===== config.mk =====
export PLATFORM = sky130hd
export DESIGN_NAME = count_snapshot_tx
export DESIGN_NICKNAME = d
export VERILOG_FILES = /design/src/rtl/count_snapshot_tx.sv
export SDC_FILE = /design/constraint.sdc
export NUM_CORES = 1
export LEC_CHECK = 0
export BUFFER_PORTS_ARGS = -buffer_cell sky130_fd_sc_hd__buf_2
export CAP_MARGIN = 15
export CORE_ASPECT_RATIO = 0.7
export CORE_MARGIN = 4
export CORE_UTILIZATION = 49
export DETAILED_ROUTE_END_ITERATION = 8
export MAX_ROUTING_LAYER = met4
export PLACE_DENSITY_LB_ADDON = 0.15
export SLEW_MARGIN = 15
export SYNTH_ARGS = -nofsm -noshare
export SYNTH_HDL_FRONTEND = slang
export SYNTH_SLANG_ARGS = --single-unit

===== constraint.sdc =====
create_clock -name Clk -period 2 [get_ports Clk]
set_input_delay 0.2 -clock Clk [delete_from_list [all_inputs] [get_ports Clk]]
set_output_delay 0.2 -clock Clk [all_outputs]
set_load 0.01 [all_outputs]

===== src/rtl/count_snapshot_tx.sv =====
// Snapshot transmitter: latches two counters atomically on Snap and streams
// header, counter 0, counter 1 (MSB-first) and an XOR checksum as one byte frame.
module count_snapshot_tx #(
  parameter int          CNT_W    = 64,
  parameter logic [7:0]  HDR_BYTE = 8'hA5
) (
  input  logic             Clk,
  input  logic             Reset,
  input  logic [CNT_W-1:0] Cnt0,
  input  logic [CNT_W-1:0] Cnt1,
  input  logic             Snap,
  output logic [7:0]       TxData,
  output logic             TxValid,
  input  logic             TxReady,
  output logic             TxLast,
  output logic             Busy,
  output logic [7:0]       DropCnt
);

  localparam int NB    = CNT_W / 8;
  localparam int NBODY = 2 * NB;
  localparam int IDX_W = (NBODY > 1) ? $clog2(NBODY) : 1;
  localparam logic [IDX_W-1:0] LAST_IDX = IDX_W'(NBODY - 1);

  typedef enum logic [1:0] {IDLE, HDR, BODY, CSUM} state_t;

  state_t             state_q, state_d;
  logic [CNT_W-1:0]   s0_q, s0_d;
  logic [CNT_W-1:0]   s1_q, s1_d;
  logic [IDX_W-1:0]   idx_q, idx_d;
  logic [7:0]         csum_q, csum_d;
  logic [7:0]         drop_q, drop_d;

  logic               accept;
  logic [2*CNT_W-1:0] frame_body;
  logic [7:0]         body_byte;

  // Body index 0 is the MSB of S0; the last index is the LSB of S1.
  assign frame_body = {s0_q, s1_q};
  assign body_byte  = 8'(frame_body >> {LAST_IDX - idx_q, 3'b000});

  assign TxValid = (state_q != IDLE);
  assign Busy    = TxValid;
  assign accept  = TxValid && TxReady;
  assign DropCnt = drop_q;

  always_ff @(posedge Clk) begin
    if (!Reset) begin
      state_q <= IDLE;
      s0_q    <= '0;
      s1_q    <= '0;
      idx_q   <= '0;
      csum_q  <= '0;
      drop_q  <= '0;
    end else begin
      state_q <= state_d;
      s0_q    <= s0_d;
      s1_q    <= s1_d;
      idx_q   <= idx_d;
      csum_q  <= csum_d;
      drop_q  <= drop_d;
    end
  end

  always_comb begin
    state_d = state_q;
    s0_d    = s0_q;
    s1_d    = s1_q;
    idx_d   = idx_q;
    csum_d  = csum_q;
    TxData  = 8'h00;
    TxLast  = 1'b0;
    case (state_q)
      IDLE: begin
        if (Snap) begin
          s0_d    = Cnt0;
          s1_d    = Cnt1;
          csum_d  = 8'h00;
          state_d = HDR;
        end
      end
      HDR: begin
        TxData = HDR_BYTE;
        if (accept) begin
          csum_d  = csum_q ^ HDR_BYTE;
          idx_d   = '0;
          state_d = BODY;
        end
      end
      BODY: begin
        TxData = body_byte;
        if (accept) begin
          csum_d = csum_q ^ body_byte;
          if (idx_q == LAST_IDX) state_d = CSUM;
          else                   idx_d   = idx_q + IDX_W'(1);
        end
      end
      CSUM: begin
        TxData = csum_q;
        TxLast = 1'b1;
        if (accept) state_d = IDLE;
      end
      default: state_d = IDLE;
    endcase
  end

  // Any Snap seen outside IDLE is dropped, including the checksum-accept cycle.
  always_comb begin
    drop_d = drop_q;
    if (Snap && (state_q != IDLE) && (drop_q != 8'hFF))
      drop_d = drop_q + 8'd1;
  end

endmodule

Yosys cells after proc, flatten, opt, wreduce, memory -nomap -nowiden

Index checks and enable logic that the tools add are counted.

Bits in registers: 150
Input port bits: 132
Output and inout bits: 19

$add $sub $neg: 3
Equal/unequal tests: 11
Shift operators: 1
Multiplexer cells: 16
Bitwise logic cells: 3
Reduce and logical (&&, ||, !) cells: 13

Operators by type and width:

| kind                                                             | count |
|---|---|
| 128-bit by 7-bit right shift with 8-bit output                   | 1 |
| 8-bit one-hot mux with 3 select lines                            | 2 |
| 8-bit two-way mux                                                | 3 |
| 4-bit two-way mux                                                | 3 |
| 2-bit != test (second input constant)                            | 6 |
| 4-bit AND reduction                                              | 3 |
| 2-bit two-way mux                                                | 5 |
| 8-bit by 1-bit adder with 8-bit output (second input constant)   | 1 |
| 8-bit != test (second input constant)                            | 1 |
| 2-bit one-hot mux with 4 select lines                            | 1 |
| 4-bit one-hot mux with 2 select lines                            | 1 |
| 8-bit XOR                                                        | 1 |
| 2-bit nonzero test                                               | 3 |
| 5-bit AND reduction                                              | 1 |
| 4-bit by 1-bit adder with 4-bit output (second input constant)   | 1 |
| 2-bit == test (second input constant)                            | 2 |
| 4-bit == test (second input constant)                            | 1 |
| 4-bit inverter                                                   | 1 |
| 4-bit subtractor (first input constant)                          | 1 |
| 1-bit logical AND                                                | 3 |
| 3-bit nonzero test                                               | 1 |
| 2-bit by 1-bit == test with 1-bit output (second input constant) | 1 |
| 2-bit zero test                                                  | 1 |
| 2-bit AND reduction                                              | 1 |
| 2 further kinds                                                  | 2 |

Depth between registers and ports, before layout

Word-level depth: 5
Depth in mapped cells: 9

Worst setup path before layout

Ideal clock, no wire load.

Path type: reg-to-reg
Start: reg state_q[1]
End: reg csum_q[4]
Data arrival time: 1.969 ns
Slack: -0.026 ns
Stages on the path, launching flop included: 9
Path through: dfxtp_1 inv_1 ha_1 buf_2 nand3b_1 a21oi_1 or3b_2 a21oi_1 a211o_1

Longest elaborated chain between the ends: 4
Elaborated cells on any way between the ends: 11
Those cells by class: eq/ne (4); mux (1); bitwise (1); reduce/logical (5)

RTL lines:

| what                          | RTL line | text |
|---|---|---|
| from (decl)                   | 27       | `state_t state_q, state_d;` |
| from (signal assigned)        | 56       | `state_q <= state_d;` |
| 2-bit nonzero test            | 42       | `assign TxValid = (state_q != IDLE);` |
| 1-bit logical AND             | 44       | `assign accept = TxValid && TxReady;` |
| 2-bit != test (no line)       | -        |  |
| 4-bit AND reduction (no line) | -        |  |
| to (signal assigned)          | 60       | `csum_q <= csum_d;` |
| to (decl)                     | 31       | `logic [7:0] csum_q, csum_d;` |

Parallel ways exist; a longest one is shown, timed or not.
A chain may end at the register's enable or synchronous reset.

Worst setup path after layout

Start: reg idx_q[0]
End: out TxData[3]

Longest elaborated chain between the ends: 3

RTL lines:

| what                                           | RTL line | text |
|---|---|---|
| from (decl)                                    | 30       | `logic [IDX_W-1:0] idx_q, idx_d;` |
| from (signal assigned)                         | 59       | `idx_q <= idx_d;` |
| 4-bit subtractor                               | 40       | `assign body_byte = 8'(frame_body >> {LAST_IDX - idx_q, 3'b000});` |
| 128-bit by 7-bit right shift with 8-bit output | 40       |  |
| 8-bit one-hot mux with 3 select lines          | 73       | `case (state_q)` |
| to (decl)                                      | 12       | `output logic [7:0] TxData,` |

Every way passes these cells.

==> impl_metrics.csv <==
group,metric,value,unit
global_routing,antenna_found_initial,0,
power,pwr-share-comb,0.314,
timing,fin_crit_sh,1.26,
timing,drv_slew,0,
clock_network,htree_levels,4,
timing,fmax,397,MHz
timing,period_needed,2.52,ns
worst_setup_path,cp-start-kind,"flop",
worst_setup_path,crit_slowest_cell,"mux4_2",
worst_setup_path,worstPathMaxFanout,5,
global_routing,grt_pass1_vias,5681,
logic_synthesis,yosysSeqAreaShare,0.435,
logic_synthesis,synth_top_family_by_area,"simple AND/OR/NAND/NOR gates",
placement,port_buffers,150,
logic_synthesis,synthSimpleGateAreaFrac,0.210,
timing,worst_slew_pin_slew,0.568,ns
worst_setup_path,crit_buf_inv,3,
floorplan,fp.dieH,107,um
final_layout,drive_gt1_frac,0.297,
power,internal_power,6860,uW
global_routing,grt-ovfl-total,0,
power,finalPower,10400,uW
detailed_routing,dr.pass1.iters,5,
worst_setup_path,crit_required,1.80,ns
global_routing,grt_pass1_wl,29.0,mm
clock_network,cts_tree,"done",
worst_setup_path,critical_path.max_stage_delay,0.55,ns
status,status,"finished with violations",
floorplan,core,13500,sq um
timing,setup_slack,-0.518,ns
logic_synthesis,postSynthAreaPerCell,8.52,sq um
timing,rsz0062_at_grt,"yes",
logic_synthesis,ys_async_sr_fraction,0,
clock_network,clkTransAtPathRegs,0.06,ns
floorplan,die_area,16100,sq um
power,ir_worst_vdd,0.735,mV
clock_network,clock-sinks,150,
status,failed_checks,"setup timing",
detailed_routing,via_per_inst,5.41,
clock_network,cts_root_buffer,"clkbuf_16",
power,p_sw_frac,0.342,
placement,hpwl,13.7,mm
worst_setup_path,crit_family,"multiplexers",
placement,gp_congestion,0.873,
logic_synthesis,synth_warnings,0,
detailed_routing,antenna_left,0,
global_routing,track_usage,0.238,
timing,setup_viol,11,
placement,dpl_worst_slack,-0.0970,ns
logic_synthesis,syn-num-nets,948,
timing,fin_skew,0.00722,ns
floorplan,dieWidth,150,um
worst_setup_path,cp-end-kind,"output pin",
flow_run,cap_violations,0,
clock_network,clock_latency,0.42,ns
logic_synthesis,synth_edf_count,0,
logic_synthesis,synth_compound_area_frac,0.138,
logic_synthesis,ys_seq_elements,150,
clock_network,cts.path.max_buffers,2,
detailed_routing,routed_wl,19.1,mm
final_layout,fin_nets,1103,
detailed_routing,drc,0,
clock_network,cts_buffers,17,
logic_synthesis,synth_cells,810,
logic_synthesis,synthDistinctLibCells,51,
final_layout,final-instance-count-excl-fill,1163,
worst_setup_path,worstSetupPathType,"reg2out",
logic_synthesis,synth.cell_area,6900,sq um
floorplan,row_count,35,
floorplan,io-pin-count,151,
worst_setup_path,arrival,2.32,ns
logic_synthesis,synth_xor_area_frac,0.0102,
logic_synthesis,synthMuxAreaShare,0.138,
timing,slew_headroom,0.621,
timing,hold_violations,0,
global_routing,grt_max_degree,85,
power,power.clock.fraction,0.314,
placement,place_inst,1124,
power,power_density,1190,nW/um^2
detailed_routing,vias,6290,
final_layout,area_growth,26.7,%
power,p_switching,3560,uW
detailed_routing,avgRoutedWirePerCell,16.4,um
logic_synthesis,synthFlopType,"dfxtp_1",
power,sequentialPowerShare,0.372,
final_layout,antenna_cells,0,
detailed_routing,drtIter0Drc,514,
power,p_leak,0.00356,uW
worst_setup_path,crit_path_cell_trace,"buf_12 -> mux4_2 -> mux2_4 -> mux2i_1 -> buf_4 -> o22ai_2 -> buf_2",
floorplan,initial_core_util,0.512,
min_path,hold_class,"in2reg",
logic_synthesis,synthAdderAreaFrac,0.0109,
## metrics by stage
stage	utilization	instance area [sq um]	TNS [ns]	hold WS, ns
after detailed placement	0.592	7990	-0.636	0.446
after global routing	0.649	8750	-4.52	0.00231
after global placement	0.592	7990	-0.378	0.443
final	0.649	8750	-3.72	0.0118
after CTS	0.642	8650	-3.43	0.00474
after floorplan	-	6910	0	0.336
## cell usage after synthesis (all sizes together) (2+ instances only)
master	instances	area [sq um]
and2b	2	17.5
or3	3	18.8
ha	6	75.1
mux2	6	67.6
nand2b	3	18.8
dfxtp	150	3000
nand3b	2	15.0
nand3	17	90.1
a21oi	136	681
o22ai	6	37.5
nor3	6	30.0
nor2	19	71.3
or4	3	22.5
mux4	32	788
clkbuf	43	221
o21ai	6	30.0
nand2	287	1080
nor2b	3	18.8
and2	2	12.5
xnor2	7	61.3
nor4	2	12.5
inv	8	30.0
buf	20	146
a211o	4	35.0
o31ai	2	15.0
a22oi	6	55.1
mux2i	10	100
a31oi	4	25.0
## routing by layer
metal	vias to the layer above	global-route usage	share of wire	wire (um)
met5	-	-	0	0
li1	3081	-	-	-
met4	0	0.0548	0.0073	140
met1	2953	0.360	0.49	9310
met2	239	0.323	0.43	8150
met3	17	0.0530	0.077	1480
## worst min-delay path, stage by stage
cell     delay, ns
buf_2         0.09
nand2_1       0.04
a21oi_1       0.05
## power by group through the flow
stage	Clock (uW)	Combinational, uW	Sequential [uW]
CTS	3300	3190	3850
floorplan	0	2100	3760
global placement	0	3110	3920
detailed placement	0	3140	3910
finish	3270	3280	3880
global route	3430	3630	3910
## registers in the layout (all words and copies together), names as in the netlist
| signal | count |
|---|---|
| s0_q | 64 |
| DropCnt | 8 |
| s1_q | 64 |
| idx_q | 4 |
| csum_q | 8 |
| state_q | 2 |
## worst paths after layout
check                   startpoint                      to  slack, ns  depth (start not counted)
max          idx_q[0]$_SDFFE_PN0P_               TxData[3]      -0.52                          7
min                       Cnt0[61]   s0_q[61]$_SDFFE_PN0P_       0.01                          3
max reg2reg  idx_q[0]$_SDFFE_PN0P_  csum_q[4]$_SDFFE_PN0P_      -0.16                          9
min reg2reg  s1_q[55]$_SDFFE_PN0P_   s1_q[55]$_SDFFE_PN0P_       0.45                          2
## final cells by class
class / instances / area, sq um
clock buffer: 21 / 470
clock inverter: 11 / 139
fill: 1170 / 4740
inverter: 8 / 32.5
multi-input combinational: 589 / 3580
sequential: 150 / 3010
tap: 185 / 231
timing repair buffer: 199 / 1290
## placed cells by master (no fill, tap or decap), types with 4 or more instances in the layout
master / n
nor3_1: 6
nor2_1: 19
o21ai_0: 6
buf_4: 33
inv_1: 7
a211o_1: 4
o22ai_1: 4
mux4_2: 23
nand3_1: 11
a31oi_1: 4
buf_2: 150
a22oi_2: 5
mux4_1: 9
nand3_2: 6
buf_12: 11
buf_6: 4
nand2_1: 286
dfxtp_1: 148
clkbuf_16: 18
a21oi_1: 135
mux2i_1: 6
xnor2_1: 7
## cells by family (layout without fill, tap and decap cells)
group | count (synthesis) | in the layout
flip-flops | 150 | 150
buffers and inverters | 71 | 239
AO/OA/AOI/OAI | 172 | 172
XOR/XNOR | 8 | 8
multiplexers | 48 | 48
adder cells (fa/ha/maj) | 6 | 6
AND/OR/NAND/NOR | 355 | 355
## repair_timing
item / in CTS / in global routing
endpoints found under the setup margin: 13 / 17
hold buffers: 0 / 0
buffers inserted: 2 / 5
gates cloned: 0 / 1
pin swaps: 3 / 9
hold endpoints to repair: 0 / 0
gates resized for setup: 16 / 20
Note: power is estimated with default switching activity, not from simulation.
